==> config.mk <==
export PLATFORM = sky130hd
export DESIGN_NAME = wb_trace_monitor
export DESIGN_NICKNAME = d
export VERILOG_FILES = /design/src/rtl/wb_trace_monitor.sv
export SDC_FILE = /design/constraint.sdc
export NUM_CORES = 1
export LEC_CHECK = 0
export CAP_MARGIN = 0
export CORE_AREA = 2 2 348 350
export DETAILED_ROUTE_END_ITERATION = 6
export DIE_AREA = 0 0 350 352
export GPL_TIMING_DRIVEN = 0
export PLACE_DENSITY = 0.57
export REMOVE_ABC_BUFFERS = 1
export SETUP_SLACK_MARGIN = 0.02
export SYNTH_ARGS = -nofsm -noshare
export SYNTH_HDL_FRONTEND = slang
export SYNTH_SLANG_ARGS = --single-unit
==> constraint.sdc <==
create_clock -name ref_clk -period 7.5 [get_ports ref_clk]
set_input_delay 1.5 -clock ref_clk [delete_from_list [all_inputs] [get_ports ref_clk]]
set_output_delay 1.5 -clock ref_clk [all_outputs]
set_load 0.005 [all_outputs]
==> src/rtl/wb_trace_monitor.sv <==
// Passive write-back trace monitor: captures register-file commits into a circular buffer drained via pop/valid.
// Optional macro WB_FILTER_R0_EN drops writes to register 0 before they are counted or stored.
module wb_trace_monitor #(
   parameter int DEPTH = 16,
   parameter int AW    = 4,
   parameter int CNTW  = 32
) (
   input  logic            ref_clk,
   input  logic            reset,
   input  logic            wb_valid,
   input  logic [4:0]      wb_reg,
   input  logic [31:0]     wb_data,
   input  logic [31:0]     wb_pc,
   input  logic            rd_en,
   output logic            rd_valid,
   output logic [4:0]      rd_reg,
   output logic [31:0]     rd_data,
   output logic [31:0]     rd_pc,
   output logic [AW:0]     count,
   output logic            empty,
   output logic            full,
   output logic            overflow,
   output logic [CNTW-1:0] commits,
   output logic [CNTW-1:0] drops
);

   localparam logic [AW:0] DEPTH_C = (AW+1)'(DEPTH);

   // Entry layout: {reg, data, pc}
   logic [68:0]     mem_q [DEPTH];

   logic [AW-1:0]   wptr_q, wptr_d;
   logic [AW-1:0]   rptr_q, rptr_d;
   logic [AW:0]     count_q, count_d;
   logic            empty_q, empty_d;
   logic            full_q, full_d;
   logic            overflow_q, overflow_d;
   logic [CNTW-1:0] commits_q, commits_d;
   logic [CNTW-1:0] drops_q, drops_d;
   logic            rd_valid_q;
   logic [4:0]      rd_reg_q;
   logic [31:0]     rd_data_q;
   logic [31:0]     rd_pc_q;

   logic wb_take;
   logic pop_ok;
   logic push;
   logic drop;

`ifdef WB_FILTER_R0_EN
   assign wb_take = wb_valid && (wb_reg != 5'd0);
`else
   assign wb_take = wb_valid;
`endif

   // A pop frees a slot in the same cycle, so a full buffer still accepts a concurrent push.
   assign pop_ok = rd_en && !empty_q;
   assign push   = wb_take && (!full_q || pop_ok);
   assign drop   = wb_take && full_q && !pop_ok;

   always_comb begin
      wptr_d     = wptr_q;
      rptr_d     = rptr_q;
      count_d    = count_q;
      overflow_d = overflow_q;
      commits_d  = commits_q;
      drops_d    = drops_q;

      if (push)
         wptr_d = wptr_q + 1'b1;
      if (pop_ok)
         rptr_d = rptr_q + 1'b1;

      if (push && !pop_ok)
         count_d = count_q + 1'b1;
      else if (!push && pop_ok)
         count_d = count_q - 1'b1;

      if (wb_take)
         commits_d = commits_q + 1'b1;
      if (drop) begin
         drops_d    = drops_q + 1'b1;
         overflow_d = 1'b1;
      end

      empty_d = (count_d == '0);
      full_d  = (count_d == DEPTH_C);
   end

   // Storage is intentionally left out of reset so it maps onto block RAM.
   always_ff @(posedge ref_clk) begin
      if (push)
         mem_q[wptr_q] <= {wb_reg, wb_data, wb_pc};
   end

   always_ff @(posedge ref_clk) begin
      if (reset) begin
         wptr_q     <= '0;
         rptr_q     <= '0;
         count_q    <= '0;
         empty_q    <= 1'b1;
         full_q     <= 1'b0;
         overflow_q <= 1'b0;
         commits_q  <= '0;
         drops_q    <= '0;
         rd_valid_q <= 1'b0;
         rd_reg_q   <= '0;
         rd_data_q  <= '0;
         rd_pc_q    <= '0;
      end else begin
         wptr_q     <= wptr_d;
         rptr_q     <= rptr_d;
         count_q    <= count_d;
         empty_q    <= empty_d;
         full_q     <= full_d;
         overflow_q <= overflow_d;
         commits_q  <= commits_d;
         drops_q    <= drops_d;
         rd_valid_q <= pop_ok;
         if (pop_ok)
            {rd_reg_q, rd_data_q, rd_pc_q} <= mem_q[rptr_q];
      end
   end

   assign rd_valid = rd_valid_q;
   assign rd_reg   = rd_reg_q;
   assign rd_data  = rd_data_q;
   assign rd_pc    = rd_pc_q;
   assign count    = count_q;
   assign empty    = empty_q;
   assign full     = full_q;
   assign overflow = overflow_q;
   assign commits  = commits_q;
   assign drops    = drops_q;

endmodule

Yosys cells after proc, flatten, opt, wreduce, memory -nomap -nowiden
Memory sizes are Yosys's and may differ from the RTL's. A register that Yosys moved wholly into a read port is not among the register bits.
Index checks and enable logic that the tools add are counted.
{"block": "totals", "out_inout_bits": 142, "inputBits": 73, "regBits": 81, "word_cells": 33, "mem_bits_rw": 1104, "mem_count": 1}
{"memory": "mem_q", "words": 16, "width": 69, "rd": 1, "rd_ports_with_merged_regs": 1, "wr": 1, "line": "30", "source": "logic [68:0] mem_q [DEPTH];"}
{"block": "classes", "reduce_logical": 12, "n_addsub": 6, "n_eq_ne": 1, "muxes": 4}
{"cell": "$add A32 B1 Y32 const B", "n": 2}
{"cell": "$mux W5", "n": 2}
{"cell": "$add A4 B1 Y4 const B", "n": 2}
{"cell": "$logic_and A1 B1 Y1", "n": 6}
{"cell": "$add A5 B1 Y5 const B", "n": 1}
{"cell": "$eq A5 B5 Y1 const B", "n": 1}
{"cell": "$logic_not A5 Y1", "n": 1}
{"cell": "$sub A5 B1 Y5 const B", "n": 1}
{"cell": "$logic_not A1 Y1", "n": 4}
{"cell": "$mux W1", "n": 2}
{"cell": "$logic_or A1 B1 Y1", "n": 1}

Logic depth before layout (Yosys ltp)
Gate-level depths: netlist of the first run.
{"block": "logic_depth", "depth_word": 9, "ltp_mapped": 8, "ltp_nobuf": 7}

Least setup slack after synthesis of the first run
Ideal clock, no wire load.
{"block": "synth_timing", "path_kind": "input to register", "from": "input rd_en", "to": "memory mem_q[3][0], enable pin", "required_time_ns": 6.919, "n_path_buf": 1, "arrival_ns": 7.084, "setup_ns": 0.581, "path_stages": 5, "path_slack_ns": -0.165, "path_cell_list": "nand2b_1 > clkbuf_1 > a21boi_1 > nand2_1 > nor3_1"}
{"block": "synth_via", "elab_chain_cells": 5}
{"item": "start: declaration", "line": "14", "source": "input logic rd_en,"}
{"item": "$logic_and A1 B1 Y1", "line": "57", "source": "assign pop_ok = rd_en && !empty_q;"}
{"item": "$logic_or A1 B1 Y1", "line": "58", "source": "assign push = wb_take && (!full_q || pop_ok);"}
{"item": "$logic_and A1 B1 Y1", "line": "58"}
{"item": "$mux W1", "line": "92", "source": "if (push)"}
{"item": "$mux W1 (not written as such)", "line": "93", "source": "mem_q[wptr_q] <= {wb_reg, wb_data, wb_pc};"}
{"item": "end: declaration", "line": "30"}
Every way passes these cells.

Worst setup path after layout of the first run
{"block": "layout_timing", "from": "input wb_valid", "to": "memory mem_q[3][36], enable pin"}
{"block": "layout_via", "elab_chain_cells": 3}
{"item": "start: declaration", "line": "10", "source": "input logic wb_valid,"}
{"item": "$logic_and A1 B1 Y1", "line": "58"}
{"item": "$mux W1", "line": "92"}
{"item": "$mux W1 (not written as such)", "line": "93"}
Every way passes these cells.

==> results.json, run 1 <==
{
  "status": "finished clean",
  "clk_latency_ns": 0.74,
  "synth_edf_count": 1104,
  "drt-total-wl_mm": 111.9,
  "final_nets": 2735,
  "layout-drive-gt1-share": 0.2507,
  "grt_pass1_vias": 24248,
  "num_rows": 127,
  "min_path_type": "flip-flop to flip-flop",
  "syn_area_um2": 47350,
  "maxSlewViolCount": 0,
  "crit_type": "input pin to flip-flop",
  "post-route-period-util": 0.6252,
  "ir_drop_v": 0.0002392,
  "die-area_um2": 123200,
  "synth_area_per_cell_um2": 20.59,
  "via_per_inst": 5.377,
  "worstPathArrival_ns": 5.13,
  "first_iter_violations": 1879,
  "tritoncts": "built",
  "dpl.hpwl_mm": 70.74,
  "drc_errors": 0,
  "synth.largest_area_cell": "edfxtp_1",
  "cts.sinks": 1254,
  "ys.warnings.count": 0,
  "synth_area_leaders": "edfxtp_1, mux4_2, dfxtp_1",
  "hold-worst-slack_ns": 0.4837,
  "crit_fanout": 20,
  "antenna_found_initial": 15,
  "finalSetupViolations": 0,
  "syn_inst": 2300,
  "fin_crit_ns": 4.689,
  "endpoint_kind": "flip-flop",
  "max-cap-violations": 0,
  "timing.fmax_mhz": 213.3,
  "clk_pin_slew_worst_paths_ns": 0.06,
  "timing.rr.start": "empty",
  "r2r_cells": 8,
  "tns_ns": 0,
  "synth-async-reset-ratio": 0,
  "r2r_setup_slack_ns": 3.90,
  "gp_congestion": 0.7708,
  "gr-usage-all-layers": 0.1824,
  "cts_setup_buffers": 0,
  "area_growth_pct": 22.22,
  "holdBufCountCts": 0,
  "initial_core_util": 0.3968,
  "pre_cts_slack_ns": 2.041,
  "slew_headroom": 0.1515,
  "top_register": "mem_q",
  "cp-start-kind": "input pin",
  "synthTopCellsByCount": "edfxtp_1, mux4_2, dfxtp_1, nor2_1, o21ai_0",
  "clock_skew_ns": 0.02608,
  "clockBufferDepth": 3,
  "worst_slew_pin_slew_ns": 1.270,
  "yosys.area.top_type_share": 0.7001,
  "grt_start_max_net_pins": 59,
  "p_leak_nw": 17.84,
  "root_buffer": "clkbuf_16",
  "setup_ws_ns": 2.811,
  "fp.dieW_um": 350,
  "htree_levels": 4,
  "cp_data_required_time_ns": 7.94,
  "synth_cell_types": 48,
  "ant_nets": 0,
  "design.core.area_um2": 119300,
  "io_pins": 215,
  "synth.ff_latch_count": 1254,
  "startpoint": "wb_valid",
  "yosysSeqAreaShare": 0.7635,
  "portBuffers": 214,
  "largest_register_ffs": 1104,
  "cts_resized": 0,
  "synth_most_common_cell": "edfxtp_1",
  "num_vias": 23555,
  "grt_overflow_total": 0,
  "crit_path_end": "mem_q[3][36]",
  "rsz0062_at_grt": "no",
  "grt_pass1_wl_mm": 164.2,
  "cts_buffers": 134,
  "avgRoutedWirePerCell_um": 25.55,
  "p_per_area_nw_per_um2": 263.1,
  "rr_endpoint": "mem_q[3][36]",
  "firstDrtPassIters": 5,
  "finalHoldViolCount": 0,
  "synth_ff_type": "edfxtp_1",
  "die_h_um": 352
}
==> power breakdown <==
part	internal [mW]	switching, mW	leakage [nW]
Combinational	0.438	0.442	4.48
Clock	3.87	2.69	2.16
Sequential	7.72	0.0783	11.2
Total	12.0	3.21	17.8
==> logic make-up (layout without fill, tap and decap cells) <==
| group | count (synthesis) | after routing | share of synthesized area |
|---|---|---|---|
| AO/OA/AOI/OAI | 184 | 184 | 0.02394 |
| XOR/XNOR | 58 | 58 | 0.01073 |
| adder cells (fa/ha/maj) | 9 | 9 | 0.002378 |
| buffers and inverters | 131 | 595 | 0.01115 |
| flip-flops | 1254 | 1254 | 0.7635 |
| multiplexers | 415 | 415 | 0.1619 |
| other | 0 | 5 | 0 |
| AND/OR/NAND/NOR | 249 | 249 | 0.02637 |
==> stage by stage <==
| step | instance area, um2 | utilization | power [mW] | instances |
|---|---|---|---|---|
| 3_5_place_dp | 53480 | 0.4481 | 8.839 | 4129 |
| 5_1_grt | 57870 | 0.4849 | 15.72 | 4378 |
| 3_3_place_gp | 51020 | 0.4275 | 8.959 | 4004 |
| 6_report | 57880 | 0.4850 | 15.23 | 4381 |
| 2_1_floorplan | 46860 | - | 8.471 | 2178 |
| 4_1_cts | 57860 | 0.4849 | 15.41 | 4376 |
==> worst min path at each step <==
| stage | from | endpoint | depth (start not counted) |
|---|---|---|---|
| 6_report | drops[31] | drops[31] | 2 |
| 5_1_grt | rd_data[27] | rd_data[27] | 2 |
| 4_1_cts | drops[31] | drops[31] | 2 |
| 3_5_place_dp | rd_reg[3] | rd_reg[3] | 2 |
| 3_3_place_gp | drops[31] | drops[31] | 2 |
| 2_1_floorplan | rd_reg[3] | rd_reg[3] | 2 |
==> worst max-delay path: stages <==
cell and delay (ns):
clkdlybuf4s50_1 1.00, a21boi_1 0.62, nand2_1 0.40, nor3_2 0.79
buf_6 0.28, buf_6 0.18, buf_8 0.16, buf_6 0.18
==> layout make-up <==
type / count / area [um2]
well taps: 1612 / 2017
clock inverters: 68 / 646.9
flip-flops and latches: 1254 / 36170
fillers: 9647 / 61460
repair buffers: 339 / 4459
inverters: 9 / 33.78
multi-input cells: 915 / 10800
diodes: 5 / 12.51
clock buffers: 179 / 3740
==> routing by layer <==
layer  track usage  vias up  share of wire
li1              -    10200              -
met1        0.2613    12444           0.45
met2        0.2811      722           0.47
met3       0.04040      173          0.066
met4       0.05138       16          0.021
met5             0        -         0.0010
==> layout by cell type (no fill, tap or decap), types with 18 or more instances in the layout <==
master	instances
a21oi_1	21
a22oi_1	68
buf_12	35
buf_16	36
buf_6	40
clkbuf_1	30
clkbuf_16	140
clkdlybuf4s50_1	213
clkinv_1	18
clkinv_2	26
dfxtp_1	147
edfxtp_1	1104
mux2_2	69
mux2i_1	72
mux4_2	274
nand2_1	38
nand3_1	27
nor2_1	72
o21ai_0	82
xnor2_1	27
xor2_1	31
No activity file was read; power rests on OpenSTA's default activity.
==> run 2: changes to the inputs <==
--- a/config.mk
+++ b/config.mk
@@ -10,7 +10,7 @@
 export DETAILED_ROUTE_END_ITERATION = 6
 export DIE_AREA = 0 0 350 352
 export GPL_TIMING_DRIVEN = 0
-export PLACE_DENSITY = 0.57
+export PLACE_DENSITY = 0.55
 export REMOVE_ABC_BUFFERS = 1
 export SETUP_SLACK_MARGIN = 0.02
 export SYNTH_ARGS = -nofsm -noshare
==> constraint.sdc (replaced) <==
create_clock -name ref_clk -period 4.4 [get_ports ref_clk]
set_input_delay 0.88 -clock ref_clk [delete_from_list [all_inputs] [get_ports ref_clk]]
set_output_delay 0.88 -clock ref_clk [all_outputs]
set_load 0.005 [all_outputs]
==> run 2 against run 1 <==
- core utilization down 0.24 points
- critical endpoint is now mem_q[3][26]
- cell area down 0.50%
- via count down 0.41%
- worst setup slack worse by 2.5 ns
- worst hold slack worse by 0.0059 ns
- non-clock buffer count down 7
- first-iteration DRC count up 0.43%
- die area unchanged
==> results.json, run 2 (synthesis results as in run 1) <==
{
  "clk_pin_slew_worst_paths_ns": 0.06,
  "finalSetupViolations": 0,
  "first_iter_violations": 1887,
  "cts.sinks": 1254,
  "root_buffer": "clkbuf_16",
  "grt_overflow_total": 0,
  "crit_type": "input pin to flip-flop",
  "post-route-period-util": 0.9304,
  "fin_crit_ns": 4.094,
  "cts_setup_buffers": 0,
  "clockBufferDepth": 3,
  "cts_resized": 0,
  "ant_nets": 0,
  "cp_data_required_time_ns": 4.83,
  "maxSlewViolCount": 0,
  "slew_headroom": 0.07660,
  "design.core.area_um2": 119300,
  "num_rows": 127,
  "p_per_area_nw_per_um2": 446.5,
  "stdcell_count": 4374,
  "clock_skew_ns": 0.02326,
  "layout_commonest_cell": "edfxtp_1",
  "via_per_inst": 5.363,
  "io_pins": 215,
  "grt_pass1_wl_mm": 161.1,
  "fin_util": 0.4826,
  "layout_common_cells": "edfxtp_1, mux4_2, clkdlybuf4s50_1",
  "tritoncts": "built",
  "initial_core_util": 0.3968,
  "drt-total-wl_mm": 110.5,
  "gr-usage-all-layers": 0.1796,
  "dpl.hpwl_mm": 69.75,
  "fp.dieW_um": 350,
  "die_h_um": 352,
  "drc_errors": 0,
  "tns_ns": 0,
  "clk_latency_ns": 0.74,
  "portBuffers": 214,
  "ir_drop_v": 0.0003615,
  "min_path_type": "flip-flop to flip-flop",
  "timing.fmax_mhz": 244.3,
  "worst_slew_pin_slew_ns": 1.382,
  "largest_register_ffs": 1104,
  "gp_congestion": 0.7548,
  "status": "finished clean",
  "cts_buffers": 133,
  "grt_pass1_vias": 24100,
  "num_vias": 23459,
  "crit_fanout": 20,
  "firstDrtPassIters": 6,
  "grt_start_max_net_pins": 85,
  "max-cap-violations": 0,
  "layout-drive-gt1-share": 0.2448,
  "rsz0062_at_grt": "no",
  "die-area_um2": 123200,
  "top_register": "mem_q",
  "worstPathArrival_ns": 4.52,
  "antenna_found_initial": 12,
  "endpoint_kind": "flip-flop",
  "avgRoutedWirePerCell_um": 25.26,
  "fillers": 9718,
  "p_leak_nw": 17.68,
  "area_growth_pct": 21.62,
  "final_nets": 2727,
  "htree_levels": 4,
  "cp-start-kind": "input pin",
  "finalHoldViolCount": 0,
  "holdBufCountCts": 0,
  "dp_cells": 4122,
  "hold-worst-slack_ns": 0.4778
}
==> run 2: cell types whose count changed in the layout (fill, tap and decap cells not counted), sizes merged <==
| cell | change |
|---|---|
| clkinv | -6 |
| buf | -7 |
| inv | +1 |
| clkbuf | +6 |
| bufinv | -1 |
==> run 2: through the flow <==
stage,setup slack (ns),instance area (um2),power [mW]
3_3_place_gp,-14.50,51020,15.28
4_1_cts,0.3502,57580,26.03
6_report,0.3062,57590,25.71
5_1_grt,0.1306,57590,26.58
3_5_place_dp,-0.4156,53280,15.05
2_1_floorplan,-8.540,46860,14.44
==> run 2: critical path: stages <==
cell and delay [ns]:
clkdlybuf4s50_1 0.93, a21boi_1 0.69, nand2_1 0.44, nor3_2 0.78, buf_8 0.24, buf_6 0.17
buf_6 0.15, buf_4 0.22
==> run 2: layout make-up <==
class / instances / area (um2) / area share
inverter: 9 / 33.78 / 0.0005866
timing repair buffer: 332 / 4265 / 0.07406
clock inverter: 62 / 670.6 / 0.01165
sequential: 1254 / 36170 / 0.6280
clock buffer: 185 / 3623 / 0.06292
antenna: 5 / 12.51 / 0.0002173
tap: 1612 / 2017 / 0.03502
multi-input combinational: 915 / 10800 / 0.1876
==> run 2: path summary, 6_finish.rpt <==
path / from / endpoint / slack [ns] / depth (start not counted)
worst max-delay path: wb_valid / mem_q[3][26] / 0.31 / 8
worst min-delay path: rd_reg[3] / rd_reg[3] / 0.48 / 2
worst max register to register: empty / mem_q[3][26] / 0.70 / 8
worst min register to register: rd_reg[3] / rd_reg[3] / 0.48 / 2
==> run 2: power by group <==
part	leakage (nW)	switching (mW)	internal [mW]
sequential	11.2	0.130	13.2
clock	2.09	4.58	6.35
combinational	4.41	0.751	0.737
==> run 2: metal layers <==
layer	GRT usage	vias to the layer above	wire (um)
met3	0.04019	169	6740
met2	0.2825	637	52310
met5	0	-	86
met1	0.2500	12459	48970
met4	0.05431	12	2363
li1	-	10182	-
